===== src/rtl/mc_controller.sv =====
// mc_controller -- main control FSM of the multicycle RV32I core.
//
// Sequences each instruction through FETCH/DECODE/EXECUTE/MEM/WB steps and
// drives the datapath mux selects, write enables and ALUControl. One memory
// port is shared between instruction fetch and load/store; every access is a
// req/ready handshake, so a slow memory can stretch FETCH, MEMREAD and
// MEMWRITE by any number of wait cycles.
//
// Ports
//   clk, reset            core clock, synchronous active-high reset
//   op/funct3/funct7b5    instruction fields from the datapath IR
//   Zero/LessS/LessU      ALU flags used to resolve branches
//   mem_ready             memory completes the requested access this cycle
//   mem_req, MemWrite     memory request and store strobe
//   AdrSrc                memory address: 0 = PC, 1 = Result
//   IRWrite, PCWrite      load IR/OldPC, load PC from Result
//   RegWrite              register file write
//   ALUSrcA/ALUSrcB       ALU operand selects
//   ResultSrc             Result mux select
//   ImmSrc                immediate format, decoded from op in every state
//   ALUControl            ALU operation
//   instr_done            one-cycle pulse on the last cycle of an instruction
//   halted                illegal instruction trapped; only reset leaves it
module mc_controller #(
  parameter logic [3:0] RESET_STATE = 4'd0
) (
  input  logic       clk,
  input  logic       reset,
  input  logic [6:0] op,
  input  logic [2:0] funct3,
  input  logic       funct7b5,
  input  logic       Zero,
  input  logic       LessS,
  input  logic       LessU,
  input  logic       mem_ready,
  output logic       mem_req,
  output logic       MemWrite,
  output logic       AdrSrc,
  output logic       IRWrite,
  output logic       PCWrite,
  output logic       RegWrite,
  output logic [1:0] ALUSrcA,
  output logic [1:0] ALUSrcB,
  output logic [1:0] ResultSrc,
  output logic [2:0] ImmSrc,
  output logic [3:0] ALUControl,
  output logic       instr_done,
  output logic       halted
);

  typedef enum logic [3:0] {
    S_FETCH    = 4'd0,
    S_DECODE   = 4'd1,
    S_MEMADR   = 4'd2,
    S_MEMREAD  = 4'd3,
    S_MEMWB    = 4'd4,
    S_MEMWRITE = 4'd5,
    S_EXECUTER = 4'd6,
    S_EXECUTEI = 4'd7,
    S_ALUWB    = 4'd8,
    S_BRANCH   = 4'd9,
    S_JAL      = 4'd10,
    S_JALR     = 4'd11,
    S_LUI      = 4'd12,
    S_HALT     = 4'd13
  } state_t;

  localparam logic [6:0] OP_LOAD   = 7'b0000011;
  localparam logic [6:0] OP_STORE  = 7'b0100011;
  localparam logic [6:0] OP_RTYPE  = 7'b0110011;
  localparam logic [6:0] OP_ITYPE  = 7'b0010011;
  localparam logic [6:0] OP_BRANCH = 7'b1100011;
  localparam logic [6:0] OP_JAL    = 7'b1101111;
  localparam logic [6:0] OP_JALR   = 7'b1100111;
  localparam logic [6:0] OP_LUI    = 7'b0110111;
  localparam logic [6:0] OP_AUIPC  = 7'b0010111;

  localparam logic [3:0] ALU_ADD   = 4'b0000;
  localparam logic [3:0] ALU_SUB   = 4'b0001;
  localparam logic [3:0] ALU_AND   = 4'b0010;
  localparam logic [3:0] ALU_OR    = 4'b0011;
  localparam logic [3:0] ALU_XOR   = 4'b0100;
  localparam logic [3:0] ALU_SLT   = 4'b0101;
  localparam logic [3:0] ALU_SLTU  = 4'b0110;
  localparam logic [3:0] ALU_SLL   = 4'b0111;
  localparam logic [3:0] ALU_SRL   = 4'b1000;
  localparam logic [3:0] ALU_SRA   = 4'b1001;
  localparam logic [3:0] ALU_PASSB = 4'b1010;

  state_t     state_q, state_d;
  logic [3:0] alu_dec;
  logic       br_legal, br_taken;

  // NOTE: state registers use non-blocking assignments so every flop samples
  // its input from before the edge, independent of block evaluation order.
  always_ff @(posedge clk) begin
    if (reset) state_q <= state_t'(RESET_STATE);
    else       state_q <= state_d;
  end

  // Immediate format follows op in every state, so the extender is ready
  // as soon as IR loads.
  always_comb begin
    case (op)
      OP_STORE:          ImmSrc = 3'b001;
      OP_BRANCH:         ImmSrc = 3'b010;
      OP_JAL:            ImmSrc = 3'b011;
      OP_LUI, OP_AUIPC:  ImmSrc = 3'b100;
      default:           ImmSrc = 3'b000;
    endcase
  end

  // ALU operation for register/immediate arithmetic. funct7b5 selects sub
  // only for R-type (for addi it is just an immediate bit); for shifts it
  // selects arithmetic right shift in both forms.
  always_comb begin
    case (funct3)
      3'b000:  alu_dec = (op == OP_RTYPE && funct7b5) ? ALU_SUB : ALU_ADD;
      3'b001:  alu_dec = ALU_SLL;
      3'b010:  alu_dec = ALU_SLT;
      3'b011:  alu_dec = ALU_SLTU;
      3'b100:  alu_dec = ALU_XOR;
      3'b101:  alu_dec = funct7b5 ? ALU_SRA : ALU_SRL;
      3'b110:  alu_dec = ALU_OR;
      default: alu_dec = ALU_AND;
    endcase
  end

  // Branch resolution from the flags of the sub in the BRANCH step.
  always_comb begin
    br_legal = 1'b1;
    br_taken = 1'b0;
    case (funct3)
      3'b000:  br_taken = Zero;
      3'b001:  br_taken = !Zero;
      3'b100:  br_taken = LessS;
      3'b101:  br_taken = !LessS;
      3'b110:  br_taken = LessU;
      3'b111:  br_taken = !LessU;
      default: br_legal = 1'b0;
    endcase
  end

  always_comb begin
    // NOTE: every signal written here gets a default first, so no path
    // through the case statement can leave a latch behind.
    state_d    = state_q;
    mem_req    = 1'b0;
    MemWrite   = 1'b0;
    AdrSrc     = 1'b0;
    IRWrite    = 1'b0;
    PCWrite    = 1'b0;
    RegWrite   = 1'b0;
    ALUSrcA    = 2'b00;
    ALUSrcB    = 2'b00;
    ResultSrc  = 2'b00;
    ALUControl = ALU_ADD;
    instr_done = 1'b0;
    halted     = 1'b0;

    unique case (state_q)
      S_FETCH: begin
        mem_req   = 1'b1;
        ALUSrcB   = 2'b10;
        ResultSrc = 2'b10;
        IRWrite   = mem_ready;
        PCWrite   = mem_ready;
        if (mem_ready) state_d = S_DECODE;
      end
      S_DECODE: begin
        ALUSrcA = 2'b01;
        ALUSrcB = 2'b01;
        case (op)
          OP_LOAD, OP_STORE: state_d = S_MEMADR;
          OP_RTYPE:          state_d = S_EXECUTER;
          OP_ITYPE:          state_d = S_EXECUTEI;
          OP_BRANCH:         state_d = S_BRANCH;
          OP_JAL:            state_d = S_JAL;
          OP_JALR:           state_d = S_JALR;
          OP_LUI:            state_d = S_LUI;
          OP_AUIPC:          state_d = S_ALUWB;
          default:           state_d = S_HALT;
        endcase
      end
      S_MEMADR: begin
        ALUSrcA = 2'b10;
        ALUSrcB = 2'b01;
        // op[5] is the only bit separating store from load.
        state_d = op[5] ? S_MEMWRITE : S_MEMREAD;
      end
      S_MEMREAD: begin
        mem_req = 1'b1;
        AdrSrc  = 1'b1;
        if (mem_ready) state_d = S_MEMWB;
      end
      S_MEMWB: begin
        ResultSrc  = 2'b01;
        RegWrite   = 1'b1;
        instr_done = 1'b1;
        state_d    = S_FETCH;
      end
      S_MEMWRITE: begin
        mem_req  = 1'b1;
        MemWrite = 1'b1;
        AdrSrc   = 1'b1;
        if (mem_ready) begin
          instr_done = 1'b1;
          state_d    = S_FETCH;
        end
      end
      S_EXECUTER: begin
        ALUSrcA    = 2'b10;
        ALUControl = alu_dec;
        state_d    = S_ALUWB;
      end
      S_EXECUTEI: begin
        ALUSrcA    = 2'b10;
        ALUSrcB    = 2'b01;
        ALUControl = alu_dec;
        state_d    = S_ALUWB;
      end
      S_ALUWB: begin
        RegWrite   = 1'b1;
        instr_done = 1'b1;
        state_d    = S_FETCH;
      end
      S_BRANCH: begin
        ALUSrcA    = 2'b10;
        ALUControl = ALU_SUB;
        if (br_legal) begin
          PCWrite    = br_taken;
          instr_done = 1'b1;
          state_d    = S_FETCH;
        end else begin
          state_d = S_HALT;
        end
      end
      S_JAL: begin
        // ALUOut already holds the target; the ALU forms the link OldPC+4.
        ALUSrcA = 2'b01;
        ALUSrcB = 2'b10;
        PCWrite = 1'b1;
        state_d = S_ALUWB;
      end
      S_JALR: begin
        ALUSrcA = 2'b10;
        ALUSrcB = 2'b01;
        state_d = S_JAL;
      end
      S_LUI: begin
        ALUSrcB    = 2'b01;
        ALUControl = ALU_PASSB;
        state_d    = S_ALUWB;
      end
      S_HALT: begin
        halted = 1'b1;
      end
      default: state_d = S_FETCH;
    endcase

    // Reset squashes every side effect in the same cycle, even mid-access.
    if (reset) begin
      mem_req    = 1'b0;
      MemWrite   = 1'b0;
      IRWrite    = 1'b0;
      PCWrite    = 1'b0;
      RegWrite   = 1'b0;
      instr_done = 1'b0;
      halted     = 1'b0;
    end
  end

endmodule


===== config.mk =====
export PLATFORM = sky130hd
export DESIGN_NAME = mc_controller
export DESIGN_NICKNAME = d
export VERILOG_FILES = /design/src/rtl/mc_controller.sv
export SDC_FILE = /design/constraint.sdc
export NUM_CORES = 1
export LEC_CHECK = 0
export ABC_CLOCK_PERIOD_IN_PS = 2450
export CORE_MARGIN = 2
export CORE_UTILIZATION = 46
export DETAILED_ROUTE_END_ITERATION = 7
export PLACE_DENSITY_LB_ADDON = 0.2
export SYNTH_ARGS = -nofsm -noshare
export SYNTH_HDL_FRONTEND = slang
export SYNTH_SLANG_ARGS = --single-unit

===== constraint.sdc =====
create_clock -name clk -period 2.45 [get_ports clk]
set_input_delay 0.49 -clock clk [delete_from_list [all_inputs] [get_ports clk]]
set_output_delay 0.49 -clock clk [all_outputs]
set_load 0.01 [all_outputs]

==> results of run 1 <==
## synth_stat cells, drive strengths merged, types with 2 or more instances
cell | instances | area [um2]
and3b | 3 | 26.28
nor2b | 6 | 37.54
nor3 | 11 | 55.05
dfxtp | 4 | 80.08
nand3 | 4 | 20.02
o21bai | 2 | 15.01
a21oi | 9 | 48.80
nand3b | 4 | 30.03
nor4 | 2 | 12.51
a31oi | 2 | 12.51
nand2b | 8 | 50.05
clkbuf | 7 | 26.28
o21a | 2 | 15.01
buf | 8 | 45.04
xor2 | 3 | 26.28
inv | 2 | 7.510
mux2i | 3 | 30.03
a41oi | 2 | 17.52
xnor2 | 2 | 17.52
o32ai | 3 | 26.28
o21ai | 8 | 40.04
or3 | 2 | 12.51
nor2 | 11 | 41.29
a211oi | 3 | 22.52
nand2 | 10 | 37.54
nor3b | 3 | 22.52
## layer usage
layer | up-vias | global-route usage (%) | wire length (um)
met5 | - | 0 | 0
met4 | 0 | 12.97 | 82
met3 | 11 | 4.444 | 180
met2 | 54 | 52.63 | 1567
met1 | 606 | 34.00 | 1324
li1 | 635 | - | -
## area by class of cell
class                      count  area, um2  area share, %
clock buffer                   3      22.52          1.457
inverter                       2      7.507         0.4858
multi-input combinational    117      767.0          49.64
sequential                     4      83.83          5.425
tap                           25      31.28          2.024
timing repair buffer          73      633.1          40.97
## cell families (layout without fill, tap and decap cells)
family | count (synthesis) | in the layout | synth area share [%]
AND/OR/NAND/NOR | 72 | 72 | 46.52
AO/OA/AOI/OAI | 37 | 37 | 27.58
buffers and inverters | 17 | 78 | 8.775
XOR/XNOR | 5 | 5 | 4.876
flip-flops | 4 | 4 | 8.914
multiplexers | 3 | 3 | 3.343
## layout by cell type (no fill, tap or decap), types with 2 or more instances in the layout
| master | synthesis | final |
|---|---|---|
| a211oi_1 | 3 | 3 |
| o21bai_1 | 2 | 2 |
| dlygate4sd2_1 | 0 | 10 |
| a31oi_1 | 2 | 2 |
| nand3_1 | 4 | 4 |
| and3b_1 | 3 | 3 |
| dfxtp_2 | 0 | 3 |
| o21ai_0 | 6 | 5 |
| a21oi_1 | 8 | 8 |
| nand2_1 | 10 | 10 |
| nand3b_1 | 4 | 4 |
| o21ai_1 | 2 | 3 |
| nor2_1 | 11 | 11 |
| clkdlybuf4s50_1 | 0 | 22 |
| dlymetal6s2s_1 | 0 | 4 |
| inv_1 | 2 | 2 |
| o32ai_1 | 3 | 3 |
| mux2i_1 | 3 | 3 |
| nand2b_1 | 8 | 7 |
| or3_1 | 2 | 2 |
| nor3_1 | 11 | 11 |
| clkbuf_4 | 0 | 3 |
| xor2_1 | 3 | 3 |
| o21a_1 | 2 | 2 |
| buf_4 | 0 | 36 |
| nor2b_1 | 6 | 6 |
| nor3b_1 | 3 | 2 |
| xnor2_1 | 2 | 2 |
## power by group
part	total (W)	internal [W]	switching, W
logic	0.000661	0.000349	0.000312
clock network	0.0000925	0.0000555	0.0000371
registers	0.000121	0.0000836	0.0000374
## through the flow
step / total power, W / utilization, % / hold slack (ps)
6_report: 0.0008744 / 86.67 / 665.8
3_5_place_dp: 0.0007703 / 84.07 / 725.6
4_1_cts: 0.0008599 / 85.26 / 635.1
5_1_grt: 0.0009348 / 86.67 / 679.7
3_3_place_gp: 0.0007453 / 84.07 / 708.8
2_1_floorplan: 0.0004796 / - / 617.0
## final timing paths
path / slack, ps / cells past startpoint / end
worst max register to register: 760 / 6 / state_q[2]$_SDFFE_PP0P_
worst min register to register: 670 / 1 / state_q[3]$_SDFFE_PP0P_
worst min-delay path: 670 / 1 / state_q[3]$_SDFFE_PP0P_
worst max-delay path: 80 / 6 / ALUControl[0]
==> results.cfg, run 1 <==
[outcome]
outcome = finished clean

[final_layout]
diodes = 0
reg_top3 = state_q x4
final_layout_size_suffix_gt1_share_pct = 25.63
final_nets = 218
top_register = state_q
finalNonFillerCells = 224
area_growth_syn_to_layout_pct = 72.01
nFillCells = 105
largest_reg_flops = 4
fin_area_um2 = 1545

[drt]
firstDrtPassIters = 4
wl_per_cell_um = 14.08
final_antenna_net_count = 0
vias = 1306
drc = 0
avgViaCountPerCell = 5.830
drt_iter0_drc = 25
wl_mm = 3.155

[logic_synthesis]
synth-main-ff-cell = dfxtp_1
ys_types = 44
synth_edf_count = 0
async_reset_ff_share_pct = 0
yosysWarningCount = 0
seq_area_frac_synth_pct = 8.914
synth.ff_latch_count = 4
syn-cell-area_um2 = 898.4
synth_nets = 155
avgSynthCellArea_um2 = 6.510
syn-instance-count = 138

[placed_design]
pre_cts_slack_ps = -340.8
io_buffers = 37
dp_cells = 221
place_congestion = 0.8271
place_area_um2 = 1499
place_hpwl_mm = 2.338

[critical_path]
cp.arrival_ps = 1880
path_delay_family = buffers and inverters
r2r_start = state_q[3]$_SDFFE_PP0P_
worstSetupStartpointType = input port
worst-setup-path-type = input port to output pin
worstSetupEndpointType = output pin
crit_slowest_cell = clkdlybuf4s50_1
slowest_delay_ps = 410
cp_max_fo = 6
startpoint = op[2]
path_cells = clkdlybuf4s50_1, buf_4, and3b_1, a41oi_2, o21ai_1, dlygate4sd2_1
worst-endpoint-required_ps = 1960
critPathBufInv = 3

[sta]
max_slew_margin_pct = 74.96
setup_ws_ps = 80.02
maxSlewViolCount = 0
setup_viol = 0
period_minus_slack_ps = 2370
skew_ps = 0.3356
setup_tns_ps = 0
rsz0062_at_grt = no
fmax_ghz = 0.4219
min_period_over_period_pct = 96.73
worst_pin_slew_ps = 374.8
hold_viol_final = 0

[clock_tree]
postCtsResizedCells = 19
cts.sinks = 4
cts_tree = yes
clockBufferDepth = 2
root_buffer = clkbuf_4
hold_buffers = 0
postCtsSetupBuffers = 0
clock_latency_ps = 260
htreeDepth = 1
path_clk_slew_ps = 40
tritoncts.num_buffers = 3

[floorplan]
coreArea_um2 = 1783
die_area_um2 = 2322
ios = 38
row_count = 15
die_x_um = 48.19
die_y_um = 48.19
initial_core_util_pct = 50.39

[power_and_ir_drop]
powerDensity_nw_per_um2 = 565.8
leakage_nw = 0.7524
ir_drop_v = 0.0003937

[global_route]
grt_max_degree = 17
grt_remaining_overflow = 0
grt_pass1_vias = 1154
track_usage_pct = 29.37
grt_pass1_wl_mm = 4.836
grt_antenna_before_repair = 0

[flow_run]
max_cap_viol_count = 0

[worst_hold_path]
hp-start = state_q[1]$_SDFFE_PP0P_
hp-class = flop to flop
Power figures use the tool's default switching activity.
==> run 2: changes to the inputs <==
Settings changed: GPL_ROUTABILITY_DRIVEN set to 0, HOLD_SLACK_MARGIN set to 0.12.
==> results of run 2 <==
Same layout as run 1: the final DEF is identical, and so are final timing and power.
